`config.mk`:
```
export PLATFORM = sky130hd
export DESIGN_NAME = split_serializer
export DESIGN_NICKNAME = d
export VERILOG_FILES = /design/src/rtl/split_serializer.sv
export SDC_FILE = /design/constraint.sdc
export NUM_CORES = 1
export LEC_CHECK = 0
export BUFFER_PORTS_ARGS = -buffer_cell sky130_fd_sc_hd__clkbuf_2
export CORE_MARGIN = 5
export CORE_UTILIZATION = 40
export DETAILED_ROUTE_END_ITERATION = 12
export GPL_TIMING_DRIVEN = 0
export MAX_ROUTING_LAYER = met4
export PLACE_DENSITY = 0.74
export SYNTH_ARGS = -nofsm -noshare
export SYNTH_HDL_FRONTEND = slang
export SYNTH_SLANG_ARGS = --single-unit
```
`constraint.sdc`:
```
create_clock -name clk -period 1.6 [get_ports clk]
set_input_delay 0.32 -clock clk [delete_from_list [all_inputs] [get_ports clk]]
set_output_delay 0.32 -clock clk [all_outputs]
set_load 0.02 [all_outputs]
```
`src/rtl/split_serializer.sv`:
```
// split_serializer
//   Registered word splitter. Accepts a CHUNKS*CHUNK_W-bit word on an
//   in_valid/in_ready handshake and emits it as CHUNKS consecutive CHUNK_W-bit
//   slices on an out_valid/out_ready handshake, flagging the final slice.
//
// Build option:
//   SPLIT_MSB_FIRST_EN  defined   -> most significant slice first
//                       undefined -> least significant slice first (default)
//
// Ports:
//   clk        in   rising-edge clock
//   rst_n      in   asynchronous active-low reset
//   in_valid   in   input word offered
//   in_ready   out  block can take a word this cycle
//   in_data    in   CHUNKS*CHUNK_W word to split
//   out_valid  out  out_data holds a valid slice
//   out_ready  in   consumer takes the slice this cycle
//   out_data   out  CHUNK_W current slice
//   out_idx    out  IDX_W index of the current slice (0..CHUNKS-1)
//   out_last   out  high with the final slice of a word
//
// state | meaning
// ------+----------------------------------
// IDLE  | no word held, ready for input
// BUSY  | word held, slices pending
module split_serializer #(
  parameter int CHUNK_W = 6,
  parameter int CHUNKS  = 2,
  parameter int IDX_W   = 1
) (
  input  logic                      clk,
  input  logic                      rst_n,
  input  logic                      in_valid,
  output logic                      in_ready,
  input  logic [CHUNKS*CHUNK_W-1:0] in_data,
  output logic                      out_valid,
  input  logic                      out_ready,
  output logic [CHUNK_W-1:0]        out_data,
  output logic [IDX_W-1:0]          out_idx,
  output logic                      out_last
);

  typedef enum logic {
    IDLE = 1'b0,
    BUSY = 1'b1
  } state_t;

  localparam logic [IDX_W-1:0] IDX_LAST = IDX_W'(CHUNKS - 1);

  state_t                    state;
  logic [CHUNKS*CHUNK_W-1:0] hold;
  logic [IDX_W-1:0]          idx;
  logic                      busy;
  logic                      at_last;
  logic [CHUNK_W-1:0]        slice;

  assign busy    = (state == BUSY);
  assign at_last = (idx == IDX_LAST);

  // Explicit compare-per-slice mux keeps the select bounded to real slices,
  // so an idx value beyond CHUNKS-1 could never reach outside hold.
  always_comb begin
    slice = '0;
    for (int k = 0; k < CHUNKS; k++) begin
      if (idx == IDX_W'(k)) begin
`ifdef SPLIT_MSB_FIRST_EN
        slice = hold[(CHUNKS-1-k)*CHUNK_W +: CHUNK_W];
`else
        slice = hold[k*CHUNK_W +: CHUNK_W];
`endif
      end
    end
  end

  // Outputs are decoded purely from registered state; in_data never reaches
  // them combinationally. Masking with busy keeps them at zero while idle.
  assign out_valid = busy;
  assign out_data  = busy ? slice : '0;
  assign out_idx   = idx;
  assign out_last  = busy && at_last;

  // Accepting on the cycle the last slice leaves gives back-to-back words
  // with no idle cycle between them.
  assign in_ready = !busy || (at_last && out_ready);

  always_ff @(posedge clk or negedge rst_n) begin
    if (!rst_n) begin
      state <= IDLE;
      hold  <= '0;
      idx   <= '0;
    end else begin
      case (state)
        IDLE: begin
          if (in_valid) begin
            hold  <= in_data;
            idx   <= '0;
            state <= BUSY;
          end
        end
        BUSY: begin
          if (out_ready) begin
            if (!at_last) begin
              idx <= idx + IDX_W'(1);
            end else begin
              idx <= '0;
              if (in_valid) begin
                hold <= in_data;
              end else begin
                state <= IDLE;
              end
            end
          end
        end
        default: begin
          state <= IDLE;
          idx   <= '0;
        end
      endcase
    end
  end

endmodule

```
==> flow_summary.json <==
{
  "status": "finished, final reports clean",
  "gp_congestion": 0.7124,
  "startpoint_type": "flop",
  "endpoint_kind": "output port",
  "wl_met3_um": 95,
  "fmax_mhz": 631.2,
  "coreArea_um2": 1982,
  "yosys.area.top_type_share": 0.4148,
  "fin_crit_ns": 1.584,
  "slew_headroom": 0.7105,
  "final_common_cell": "clkbuf_2",
  "p_total_mw": 2.113,
  "syn_area_um2": 844.6,
  "layout_common_cells": "clkbuf_2, dfrtp_1, inv_1, nand2_1, buf_4",
  "clk_latency_ns": 0.27,
  "hp-start": "in_data[5]",
  "holdPathEnd": "hold[5]",
  "maxCapViolCount": 0,
  "yosysWarnings": 0,
  "wl_met2_um": 871,
  "synth_top_cells_by_area": "dfrtp_1, o32ai_2, mux2i_1",
  "dr.pass1.iters": 3,
  "finalHoldViolations": 0,
  "ys_ff_latch": 14,
  "antenna_found_initial": 0,
  "start_util": 0.4261,
  "skew_ns": 0.008353,
  "wirelength_um": 1871,
  "cts_made_buffers": 3,
  "crit_type": "reg -> out",
  "dieArea_um2": 3130,
  "synth_cells": 77,
  "drive_above_1_share": 0.4643,
  "ff2ff_setup_slack_ns": 0.33,
  "clockRootBuffer": "clkbuf_4",
  "grt_pass1_wl_um": 3022,
  "highest_layer": "met4",
  "drc": 0,
  "p_leak_nw": 0.5625,
  "maxSlewViolCount": 0,
  "ff2ff_path_depth": 5,
  "diodes": 0,
  "gr-usage-all-layers": 0.1286,
  "io_pins": 26,
  "syn2layout_area_growth_pct": 31.26,
  "critPathArrivalTime_ns": 1.26,
  "gr-total-overflow": 0,
  "grt_max_degree": 15,
  "rows": 16,
  "syn_avg_cell_area_um2": 10.97,
  "die_h_um": 55.95,
  "viasPerCell": 4.727,
  "dpl.hpwl_um": 1276,
  "htree_levels": 1,
  "cts_tree": "built",
  "multi_input_area_um2": 396.6,
  "rsz0062_at_grt": "true",
  "worst_slew_pin_slew_ns": 0.4342,
  "required_ns": 1.28,
  "port_buffers": 25,
  "vdd_drop_max_uv": 921.3,
  "totalNegativeSetupSlack_ns": 0,
  "period_share": 0.9903,
  "synth_nets": 93,
  "setup_violations": 0,
  "drtIter0Drc": 9,
  "yosysSeqAreaShare": 0.4148,
  "clk_pin_slew_ns": 0.09,
  "crit_fanout": 5,
  "cts.sinks": 14,
  "yosysTopAreaCell": "dfrtp_1",
  "wl_met1_um": 896,
  "synth_cell_type_count": 19,
  "whs_path_depth": 3,
  "drt-wirelength-per-cell_um": 13.46,
  "fill_cells": 183,
  "ctsLongestPathBuffers": 2,
  "worstHoldPathType": "in -> reg",
  "nets": 130,
  "vias": 657,
  "seq_area_um2": 350.3,
  "power_density_nw_per_um2": 1906,
  "r2r_end": "out_valid",
  "grt_pass1_vias": 654,
  "fp.dieW_um": 55.95,
  "ant_nets": 0,
  "reg2reg_from": "out_valid"
}
==> worst max-delay path: stages (launching register included) <==
cell	delay, ns
dfrtp_1	0.42
buf_6	0.16
mux2i_1	0.12
nor2b_1	0.12
buf_2	0.18
==> worst max path at each step <==
stage	cells past startpoint	to	slack (ns)	startpoint
finish	4	out_data[2]	0.02	out_idx
global route	4	out_data[0]	-0.06	out_idx
CTS	5	in_ready	-0.01	out_idx
detailed placement	5	in_ready	0.11	out_idx
global placement	5	in_ready	0.12	out_idx
floorplan	3	out_data[0]	0.18	out_idx
==> flip-flops by register name, summed over array words and instances, names as in the netlist <==
signal / count
out_valid: 1
out_idx: 1
hold: 12
==> Yosys cell counts <==
master    instances
and2b_1           1
xor2_1            1
o32ai_1           2
buf_4             3
inv_2             1
and2_1            1
mux2i_1           6
inv_1            12
dfrtp_1          14
or2_1             1
nand2_1          12
o32ai_2          10
a21boi_4          1
nor2b_1           6
a21o_1            1
buf_6             2
clkbuf_1          1
and3_4            1
nor3b_1           1
==> metal layers <==
| layer | vias to the layer above | global-route usage |
|---|---|---|
| li1 | 329 | - |
| met1 | 308 | 0.1662 |
| met2 | 18 | 0.1909 |
| met3 | 2 | 0.02784 |
| met4 | 0 | 0.06102 |
| met5 | - | - |
==> area by class of cell <==
| class | count | share of cell area |
|---|---|---|
| clock buffer | 3 | 0.02032 |
| timing repair buffer | 33 | 0.1907 |
| multi-input combinational | 44 | 0.3578 |
| inverter | 13 | 0.04402 |
| buffer | 5 | 0.04063 |
| sequential | 14 | 0.3160 |
| tap | 27 | 0.03047 |
==> cells by family after synthesis <==
group / Yosys count / synth area share
and+or+nand+nor: 23 / 0.1437
buffers and inverters: 19 / 0.1155
AOI/OAI and AO/OA: 14 / 0.2445
DFF: 14 / 0.4148
muxes: 6 / 0.07111
xor gates and xnor gates: 1 / 0.01037
==> per-stage QoR <==
stage               instances  utilization  hold WS [ns]  cell area [µm²]  worst slack, ns
floorplan                  77            -       0.02441            844.6           0.1844
global placement          129       0.5063        0.2421             1003           0.1160
detailed placement        129       0.5063        0.2463             1003           0.1068
CTS                       138       0.5505        0.2896             1091         -0.01286
global route              139       0.5593        0.2968             1109         -0.05665
finish                    139       0.5593        0.2929             1109          0.01560
==> where the power goes <==
group | switching [mW] | internal, mW
logic | 0.632 | 0.665
clock network | 0.108 | 0.0870
registers | 0.0979 | 0.523
==> what timing repair did <==
item | 4_1_cts | 5_1_grt
setup buffers | 4 | 2
pin swaps | 1 | 1
resized for setup | 5 | 14
hold buffers | 1 | 0
endpoints found under the setup margin | 7 | 7
endpoints found under the hold margin | 14 | 0
gates cloned | 1 | 0
Power figures use the tool's default switching activity.
